`config.mk`:
```
export PLATFORM = sky130hd
export DESIGN_NAME = mux_scan_ctrl
export DESIGN_NICKNAME = d
export VERILOG_FILES = /design/src/rtl/mux_scan_pkg.sv /design/src/rtl/mux16_sel.sv /design/src/rtl/mux_scan_ctrl.sv
export SDC_FILE = /design/constraint.sdc
export NUM_CORES = 1
export LEC_CHECK = 0
export CORE_AREA = 2 2 52 66
export CTS_CLUSTER_SIZE = 14
export DETAILED_ROUTE_END_ITERATION = 8
export DIE_AREA = 0 0 54 68
export PLACE_DENSITY = 0.84
export SYNTH_ARGS = -nofsm -noshare
export SYNTH_HDL_FRONTEND = slang
export SYNTH_SLANG_ARGS = --single-unit
export TNS_END_PERCENT = 100
```
`constraint.sdc`:
```
create_clock -name clk -period 2.44 [get_ports clk]
set_input_delay 0.488 -clock clk [delete_from_list [all_inputs] [get_ports clk]]
set_output_delay 0.488 -clock clk [all_outputs]
set_load 0.01 [all_outputs]
```
`src/rtl/mux_scan_pkg.sv`:
```
// Shared types and default sizes for the mux scan controller.
package mux_scan_pkg;

    typedef enum logic {
        IDLE = 1'b0,
        SCAN = 1'b1
    } scan_state_t;

    localparam int unsigned MUX_WIDTH = 16;
    localparam int unsigned MUX_SEL_W = 4;

endpackage

```
`src/rtl/mux16_sel.sv`:
```
// WIDTH:1 single-bit mux; the only datapath driven by the scan controller.
module mux16_sel #(
    parameter int unsigned WIDTH = 16,
    parameter int unsigned SEL_W = $clog2(WIDTH)
) (
    input  logic [WIDTH-1:0] in,
    input  logic [SEL_W-1:0] sel,
    output logic             out
);

    assign out = in[sel];

endmodule

```
`src/rtl/mux_scan_ctrl.sv`:
```
// Serializes a latched word onto a valid/ready bit stream by stepping the select
// of a shared WIDTH:1 mux through the requested bit positions.
module mux_scan_ctrl
    import mux_scan_pkg::*;
#(
    parameter int unsigned WIDTH     = MUX_WIDTH,
    parameter int unsigned SEL_W     = $clog2(WIDTH),
    parameter bit          MSB_FIRST = 1'b0
) (
    input  logic             clk,
    input  logic             rst,
    input  logic             in_valid,
    output logic             in_ready,
    input  logic [WIDTH-1:0] in_word,
    input  logic [SEL_W:0]   in_len,
    input  logic             abort,
    output logic [SEL_W-1:0] sel,
    output logic             out_bit,
    output logic             out_valid,
    input  logic             out_ready,
    output logic             done
);

    localparam int unsigned    LEN_W     = SEL_W + 1;
    localparam logic [LEN_W-1:0] LEN_MAX = LEN_W'(WIDTH);
    localparam logic [SEL_W-1:0] SEL_FIRST = MSB_FIRST ? SEL_W'(WIDTH - 1) : SEL_W'(0);

    scan_state_t      state;
    logic [WIDTH-1:0] word_q;
    logic [LEN_W-1:0] left;
    logic [LEN_W-1:0] len_eff_c;
    logic             fire_c;
    logic             last_c;

    // Zero and oversize lengths both mean a full word.
    always_comb begin
        len_eff_c = in_len;
        if ((in_len == LEN_W'(0)) || (in_len > LEN_MAX)) begin
            len_eff_c = LEN_MAX;
        end
    end

    assign in_ready = (state == IDLE) & ~rst;
    assign fire_c   = out_valid & out_ready;
    assign last_c   = (left == LEN_W'(1));

    // Final handshake beats abort; a non-final handshake still advances before cancel.
    always_ff @(posedge clk) begin
        if (rst) begin
            state     <= IDLE;
            sel       <= SEL_W'(0);
            word_q    <= '0;
            left      <= LEN_W'(0);
            out_valid <= 1'b0;
            done      <= 1'b0;
        end else begin
            done <= 1'b0;
            case (state)
                IDLE: begin
                    if (in_valid && in_ready) begin
                        word_q    <= in_word;
                        left      <= len_eff_c;
                        sel       <= SEL_FIRST;
                        out_valid <= 1'b1;
                        state     <= SCAN;
                    end
                end
                SCAN: begin
                    if (fire_c && last_c) begin
                        state     <= IDLE;
                        out_valid <= 1'b0;
                        done      <= 1'b1;
                    end else begin
                        if (fire_c) begin
                            sel  <= MSB_FIRST ? (sel - SEL_W'(1)) : (sel + SEL_W'(1));
                            left <= left - LEN_W'(1);
                        end
                        if (abort) begin
                            state     <= IDLE;
                            out_valid <= 1'b0;
                        end
                    end
                end
                default: begin
                    state     <= IDLE;
                    out_valid <= 1'b0;
                end
            endcase
        end
    end

    mux16_sel #(
        .WIDTH (WIDTH),
        .SEL_W (SEL_W)
    ) u_mux (
        .in  (word_q),
        .sel (sel),
        .out (out_bit)
    );

endmodule

```
==> impl_metrics.toml, run 1 <==
[power_and_ir_drop]
power_frac_clock = 0.353
pwr-share-seq = 0.480
powerDensity_nw_per_um2 = 572
p_leak_nw = 0.700
ir_worst_vdd_mv = 0.502
switching_share = 0.240
combPwrFrac = 0.167
p_switching_mw = 0.253
internal_power_mw = 0.801

[die]
die_w_um = 54
core_sq_um = 3110
dieArea_sq_um = 3670
pin_count = 34
initial_core_util = 0.446
die_h_um = 68
rows = 23

[clock_network]
numCtsBuffers = 3
clkLatencyLatePin_ns = 0.28
tritoncts = "yes"
clockBufferDepth = 2
cts-root-buf = "clkbuf_8"
cts_sinks = 28
cts_max_level = 1
holdBufCountCts = 0
path_clk_slew_ns = 0.10

[synth]
ys.flop_type = "dfxtp_1"
synth_edf_count = 0
synthArstFlopShare = 0
synthesis.nets = 191
synthTopCellsByArea = "dfxtp_1 (40%), nand2_1 (10%), o21ai_0 (6.5%)"
yosys_register_bits = 28
synth_common_cells = "nand2_1 (37), dfxtp_1 (28), o21ai_0 (18)"
yosysWarnings = 0
synth_cells = 161
ys_seq_area_frac = 0.404
synth_area_leader_cell = "dfxtp_1"
netlist_area_sq_um = 1390
avgSynthCellArea_sq_um = 8.62
synth_top_area_frac = 0.404
yosysMostFrequentCell = "nand2_1"
synth_cell_types = 42

[timing]
tightest_slew_ns = 0.627
finalCriticalPeriod_ns = 2.34
final.period_utilization = 0.961
fin_tns_setup_ns = 0
slew_headroom = 0.581
hold_viol = 0
slew_violations = 0
rsz0062_at_grt = "false"
fmax_mhz = 427
setup_violations = 0
finalClockSkew_ns = 0.00798

[global_route]
overflow = 0
antenna_found_initial = 0
grt_pass1_vias = 1131
grt_max_degree = 27
grt_pass1_wl_um = 5000
grt_usage = 0.185

[setup_path]
end_kind = "output pin"
crit_path_max_fanout = 4
cp-startpoint = "sel[0]$_SDFFE_PP0P_"
worstPathRequired_ns = 1.95
reg2reg_slack_ns = 0.72
crit_path_start_kind = "flop"
critical_path_class = "reg2out"
worstPathArrival_ns = 1.86
worstReg2RegStart = "left[1]$_SDFFE_PP0P_"

[final_layout]
antenna_cells = 0
drive_gt1_frac = 0.117
instances_no_fill = 233
area_growth_pct = 32.7
multi_input_area_sq_um = 752
fill_cells = 293
ff_latch_area_sq_um = 564
final_nets = 227

[route]
drt-vias-per-instance = 5.42
drtAntennaViolNets = 0
firstDrtPassIters = 4
drt_iter0_markers = 34
avgRoutedWirePerCell_um = 12.8
routed_wl_um = 2970
vias = 1264
drc = 0

[outcome]
status = "complete, no violations"

[place]
io_buffers = 33
placedCellCount = 229
hpwl_um = 2220
gp_congestion = 0.818

[job]
cap_violations = 0

[min_path]
worstHoldPathType = "reg2reg"
hp-start = "word_q[8]$_SDFFE_PP0P_"
## critical path, cell delays in order, from the launching register on
cell and delay [ns]:
dfxtp_4 0.38, mux4_2 0.48, nor2b_1 0.14, a211oi_1 0.20, a21oi_1 0.08, dlygate4sd2_1 0.29
## stage by stage
| step | power, mW | setup WS, ns | area (sq um) | hold WS [ns] | util |
|---|---|---|---|---|---|
| finish | 1.05 | 0.0956 | 1840 | 0.461 | 0.593 |
| global route | 1.10 | 0.0127 | 1840 | 0.480 | 0.593 |
| CTS | 1.06 | 0.0628 | 1840 | 0.466 | 0.592 |
| detailed placement | 0.695 | 0.106 | 1770 | 0.453 | 0.569 |
| global placement | 0.690 | 0.144 | 1770 | 0.447 | 0.569 |
| floorplan | 0.616 | 0.446 | 1390 | 0.433 | - |
## layout by cell type (no fill, tap or decap), types with 2 or more instances in the layout
cell type and n:
o21ai_1 2, mux4_2 4, nor2_1 8, inv_1 5, a21o_1 2, buf_4 8, nor3_1 5, ha_1 4
o21ai_0 18, clkbuf_8 3, nand3_1 5, nand2_1 37, a311oi_1 2, dfxtp_1 27, clkdlybuf4s50_1 32, a21oi_1 5
and3_1 2
## cell type report
| class | instances | share of cell area |
|---|---|---|
| clock buffer | 3 | 0.0224 |
| clock inverter | 1 | 0.0163 |
| inverter | 5 | 0.0102 |
| multi-input combinational | 118 | 0.408 |
| sequential | 28 | 0.306 |
| tap | 37 | 0.0251 |
| timing repair buffer | 41 | 0.211 |
## metal layers
metal  global-route usage  part of all wire  up-vias
li1                     -                 -      639
met1                0.226              0.43      586
met2                0.331              0.51       35
met3               0.0328             0.050        4
met4               0.0469             0.010        0
met5                    0                 0        -
## path summary, 6_finish.rpt
kind,endpoint,depth (start not counted)
max,out_bit,5
min,word_q[8]$_SDFFE_PP0P_,2
max reg2reg,left[1]$_SDFFE_PP0P_,6
min reg2reg,word_q[8]$_SDFFE_PP0P_,2
## logic make-up (layout without fill, tap and decap cells)
kind of cell / after synthesis / in the layout / synth area share
compound gates: 42 / 42 / 0.197
simple gates: 67 / 67 / 0.237
buf+inv: 15 / 50 / 0.0541
flops: 28 / 28 / 0.404
mux: 5 / 5 / 0.0721
fa+ha+maj: 4 / 4 / 0.0361
## power by group through the flow
stage               combinational, mW  clock, mW  sequential (mW)
floorplan                       0.104          0            0.513
global placement                0.174          0            0.516
detailed placement              0.177          0            0.517
CTS                             0.177      0.375            0.507
global route                    0.198      0.389            0.510
finish                          0.176      0.372            0.506
## registers in the layout (all words and copies together) (netlist names)
signal / flops
left: 5
done: 1
out_valid: 1
sel: 4
word_q: 16
state: 1
## repair_timing
item / in CTS / in global routing
gates resized for setup: 2 / 1
setup endpoints to repair: 1 / 1
setup buffers: 0 / 0
No activity file was read; power rests on OpenSTA's default activity.
==> run 2: changes to the inputs <==
--- a/config.mk
+++ b/config.mk
@@ -10,6 +10,7 @@
 export DETAILED_ROUTE_END_ITERATION = 8
 export DIE_AREA = 0 0 54 68
 export PLACE_DENSITY = 0.84
+export SLEW_MARGIN = 20
 export SYNTH_ARGS = -nofsm -noshare
 export SYNTH_HDL_FRONTEND = slang
 export SYNTH_SLANG_ARGS = --single-unit
==> constraint.sdc (replaced) <==
create_clock -name clk -period 2.44 [get_ports clk]
set_input_delay 0.488 -clock clk [delete_from_list [all_inputs] [get_ports clk]]
set_output_delay 0.488 -clock clk [all_outputs]
set_load 0.005 [all_outputs]
==> impl_metrics.toml, run 2 (synthesis gave the netlist of run 1 again) <==
[setup_path]
crit_path_max_fanout = 3
worstReg2RegStart = "state$_SDFF_PP0_"
reg2regPathDepth = 4
crit_chain = "mux4_2 -> nor2b_1 -> a211oi_1 -> a21oi_1 -> dlygate4sd2_1"
reg2reg_to = "left[2]$_SDFFE_PP0P_"
critical_path.endpoint = "out_bit"
worstPathRequired_ns = 1.95
cpPeakStageDelay_ns = 0.49
worstPathArrival_ns = 1.80
critical_path_class = "reg2out"
cp-startpoint = "sel[0]$_SDFFE_PP0P_"
reg2reg_slack_ns = 0.67
crit_slowest_cell = "mux4_2"
crit_path_start_kind = "flop"
end_kind = "output pin"

[route]
drtAntennaViolNets = 0
firstDrtPassIters = 4
drt_iter0_markers = 30
routed_wl_um = 2950
drt-vias-per-instance = 5.36
avgRoutedWirePerCell_um = 12.9
vias = 1227
drc = 0

[clock_network]
cts-root-buf = "clkbuf_8"
clkLatencyLatePin_ns = 0.27
tritoncts = "yes"
holdBufCountCts = 0
cts_sinks = 28
numCtsBuffers = 3
path_clk_slew_ns = 0.09
cts_max_level = 1
clockBufferDepth = 2

[timing]
slew_headroom = 0.591
hold_viol = 0
finalClockSkew_ns = 0.00225
fin_tns_setup_ns = 0
setup_ws_ns = 0.155
finalCriticalPeriod_ns = 2.28
rsz0062_at_grt = "false"
final.period_utilization = 0.936
tightest_slew_ns = 0.612
fmax_mhz = 438
setup_violations = 0
slew_violations = 0

[place]
io_buffers = 33
placedCellCount = 226
gp_congestion = 0.779
hpwl_um = 2160
dp_slack_ns = 0.0821

[final_layout]
final_nets = 224
antenna_cells = 0
area_growth_pct = 29.2
instances_no_fill = 229
final_common_cell = "nand2_1"
largest_register = "word_q"
reg_top3 = "word_q (16), left (5), sel (4)"
largest_register_ffs = 16
drive_gt1_frac = 0.0990
layout_common_cells = "nand2_1 (37), clkdlybuf4s50_1 (32), dfxtp_1 (27), o21ai_0 (18), nor2_1 (8)"

[min_path]
worstHoldPathType = "reg2reg"

[job]
cap_violations = 0

[die]
dieArea_sq_um = 3670
die_h_um = 68
die_w_um = 54
initial_core_util = 0.446
core_sq_um = 3110
rows = 23
pin_count = 34

[global_route]
overflow = 0
grt_pass1_wl_um = 4770
grt_pass1_vias = 1143
grt_max_degree = 33
grt_usage = 0.174
antenna_found_initial = 0

[power_and_ir_drop]
ir_worst_vdd_mv = 0.369
p_leak_nw = 0.671
powerDensity_nw_per_um2 = 514
finalPower_mw = 0.921

[outcome]
status = "complete, no violations"
run 2: final cells by class:
| class | count | area [sq um] |
|---|---|---|
| multi-input combinational | 118 | 752 |
| fill | 303 | 1320 |
| timing repair buffer | 38 | 370 |
| clock buffer | 3 | 41.3 |
| tap | 37 | 46.3 |
| inverter | 5 | 18.8 |
| sequential | 28 | 564 |
run 2: where the power goes:
part,internal (mW),leakage [nW],switching [mW],total (mW)
Combinational,0.0922,0.419,0.0714,0.164
Clock,0.111,0.0216,0.135,0.246
Sequential,0.486,0.230,0.0262,0.512
run 2: stage by stage:
step	hold slack [ns]	util	cell area [sq um]
2_1_floorplan	0.433	-	1390
3_3_place_gp	0.445	0.562	1750
3_5_place_dp	0.451	0.562	1750
4_1_cts	0.464	0.577	1790
5_1_grt	0.483	0.577	1790
6_report	0.461	0.577	1790
run 2: repair_timing:
item / in CTS / in global routing
gates resized for setup: 4 / 0
buffers inserted: 0 / 0
endpoints found under the setup margin: 1 / 0
run 2: routing by layer:
layer  up-vias  share of wire  global-route usage
li1        633              -                   -
met1       560           0.47               0.222
met4         0         0.0095              0.0563
met5         -              0                   0
met3         2          0.039              0.0197
met2        32           0.48               0.300
run 2: worst max-delay path: cells and delay by family, from the launching register on:
| kind | cells | cell delay [ns] |
|---|---|---|
| DFF | 1 | 0.38 |
| buffers and inverters | 1 | 0.27 |
| AOI/OAI and AO/OA | 2 | 0.24 |
| and+or+nand+nor | 1 | 0.15 |
| muxes | 1 | 0.49 |
run 2: worst min path at each step:
stage                                        from  depth (start not counted)                       to
after global routing       word_q[7]$_SDFFE_PP0P_                          2   word_q[7]$_SDFFE_PP0P_
after floorplan           word_q[14]$_SDFFE_PP0P_                          2  word_q[14]$_SDFFE_PP0P_
after CTS                  word_q[7]$_SDFFE_PP0P_                          2   word_q[7]$_SDFFE_PP0P_
after global placement     word_q[0]$_SDFFE_PP0P_                          2   word_q[0]$_SDFFE_PP0P_
final                      word_q[7]$_SDFFE_PP0P_                          2   word_q[7]$_SDFFE_PP0P_
after detailed placement   word_q[7]$_SDFFE_PP0P_                          2   word_q[7]$_SDFFE_PP0P_
==> RTL edit: new RTL, flow settings as in run 1 <==
`MSB_FIRST`: 1'b0 -> 1'b1.
--- a/src/rtl/mux_scan_ctrl.sv
+++ b/src/rtl/mux_scan_ctrl.sv
@@ -7,3 +7,3 @@
     parameter int unsigned SEL_W     = $clog2(WIDTH),
-    parameter bit          MSB_FIRST = 1'b0
+    parameter bit          MSB_FIRST = 1'b1
 ) (
Check against the original RTL: not equivalent (Yosys sat finds a counterexample within 4 cycles, from zero or initial values and one cycle with rst high).
==> RTL edit against run 1 <==
  * Wire length rose by 5.6%
  * Critical path type unchanged
  * Count of clock-buffer cells in the layout did not move
  * Setup slack improved by 14 ps
  * Critical endpoint unchanged
  * Largest power group unchanged
  * Die area did not move
  * Sequential cell count did not move
  * Clock skew fell by 1.8 ps
  * Design area fell by 2.4%
  * Combinational power rose by 25%
  * Power rose by 6.2%
  * Area after synthesis fell by 2.9%
==> RTL edit: results (changes against run 1) <==
INFO  outcome        run_status=finished clean [unchanged]
INFO  layout         nFillCells=280 [was 293]
INFO  worst_hold_path min_to=word_q[13]$_SDFFE_PP0P_ [was word_q[8]$_SDFFE_PP0P_]
INFO  worst_hold_path min-delay-start=word_q[13]$_SDFFE_PP0P_ [was word_q[8]$_SDFFE_PP0P_]
INFO  layout         flops_and_latches=28 [unchanged]
INFO  layout         buffer_area_share=20.40% [was 21.13%]
INFO  worst_setup_path r2r_setup_slack=610ps [was 720 ps]
INFO  pwr            ir_worst_vdd=436.2uV [was 502.4 uV]
INFO  yosys          synthTopCellsByCount=37 x sky130_fd_sc_hd__nand2_1, 28 x sky130_fd_sc_hd__dfxtp_1, 19 x sky130_fd_sc_hd__o21ai_0, 9 x sky130_fd_sc_hd__clkbuf_1 [was 37 x sky130_fd_sc_hd__nand2_1, 28 x sky130_fd_sc_hd__dfxtp_1, 18 x sky130_fd_sc_hd__o21ai_0, 8 x sky130_fd_sc_hd__nor2_1, 7 x sky130_fd_sc_hd__clkbuf_1]
INFO  yosys          synth_compound_area_share=21.26% [was 19.66%]
INFO  layout         area_of_the_multi_input_gates=721.9um^2 [was 752.0 um^2]
INFO  pwr            switchingPower=0.2811mW [was 0.2527 mW]
INFO  yosys          synthTopCellsByArea=sky130_fd_sc_hd__dfxtp_1 42%, sky130_fd_sc_hd__nand2_1 10%, sky130_fd_sc_hd__o21ai_0 7.1% [was sky130_fd_sc_hd__dfxtp_1 40%, sky130_fd_sc_hd__nand2_1 10%, sky130_fd_sc_hd__o21ai_0 6.5%]
INFO  routing        routed_wire_length_per_instance=13.70um [was 12.75 um]
INFO  worst_setup_path worst_r2r_endpoint=sel[1]$_SDFFE_PP0P_ [was left[1]$_SDFFE_PP0P_]
INFO  yosys          post_synth_mux_area_share=7.428% [was 7.214%]
INFO  layout         multiInputCombCellCount=115 [was 118]
INFO  global_route   grt_max_degree=35 [was 27]
INFO  routing        routed_wire_length=3.138mm [was 2.971 mm]
INFO  timing         slew_at_the_pin_closest_to_its_max_slew_limit=589.6ps [was 627.4 ps]
INFO  timing         worst_hold_slack=468.0ps [was 461.2 ps]
INFO  layout         area_share_clock_buf_inv=3.969% [was 3.872%]
INFO  worst_setup_path ff2ff_path_depth=5 [was 6]
INFO  layout         final_layout_net_count=223 [was 227]
INFO  layout         syn_to_final_growth=33.33% [was 32.73%]
INFO  placed_design  dpl_worst_slack=87.37ps [was 106.0 ps]
INFO  global_route   groute.usage.overall=18.39% [was 18.53%]
INFO  routing        vias=1258 [was 1264]
INFO  layout         inverters=7 [was 5]
INFO  timing         fin_ws=109.6ps [was 95.59 ps]
INFO  pwr            power_leakage=0.6773nW [was 0.7004 nW]
INFO  layout         final_layout_size_suffix_gt1_share=10.94% [was 11.73%]
INFO  placed_design  gp_routability_congestion=0.8522 [was 0.8181]
INFO  yosys          synthAdderAreaFrac=3.714% [was 3.607%]
INFO  global_route   grt_pass1_wl=4.988mm [was 5.002 mm]
-- RTL edit: power by group through the flow --
stage	registers [mW]	clock network, mW	logic (mW)
final	0.529	0.371	0.220
after global routing	0.534	0.392	0.244
after floorplan	0.529	0	0.127
after global placement	0.536	0	0.218
after CTS	0.528	0.372	0.221
after detailed placement	0.538	0	0.221
-- RTL edit: timing repair --
| action | in CTS | in global routing |
|---|---|---|
| endpoints found under the setup margin | 1 | 0 |
| gates resized for setup | 3 | 0 |
| setup buffers | 0 | 0 |
-- RTL edit: critical path: stages, from the launching register on --
cell                            delay, ps
sky130_fd_sc_hd__dfxtp_4              380
sky130_fd_sc_hd__mux4_2               480
sky130_fd_sc_hd__and2_1               160
sky130_fd_sc_hd__a211oi_1             200
sky130_fd_sc_hd__a21oi_1               50
sky130_fd_sc_hd__dlygate4sd2_1        280
-- RTL edit: routing by layer --
metal  global-route usage (%)  wire, um
met3                    1.965       152
met1                    23.78      1327
met5                        0         0
met2                    31.71      1614
met4                    5.625        44
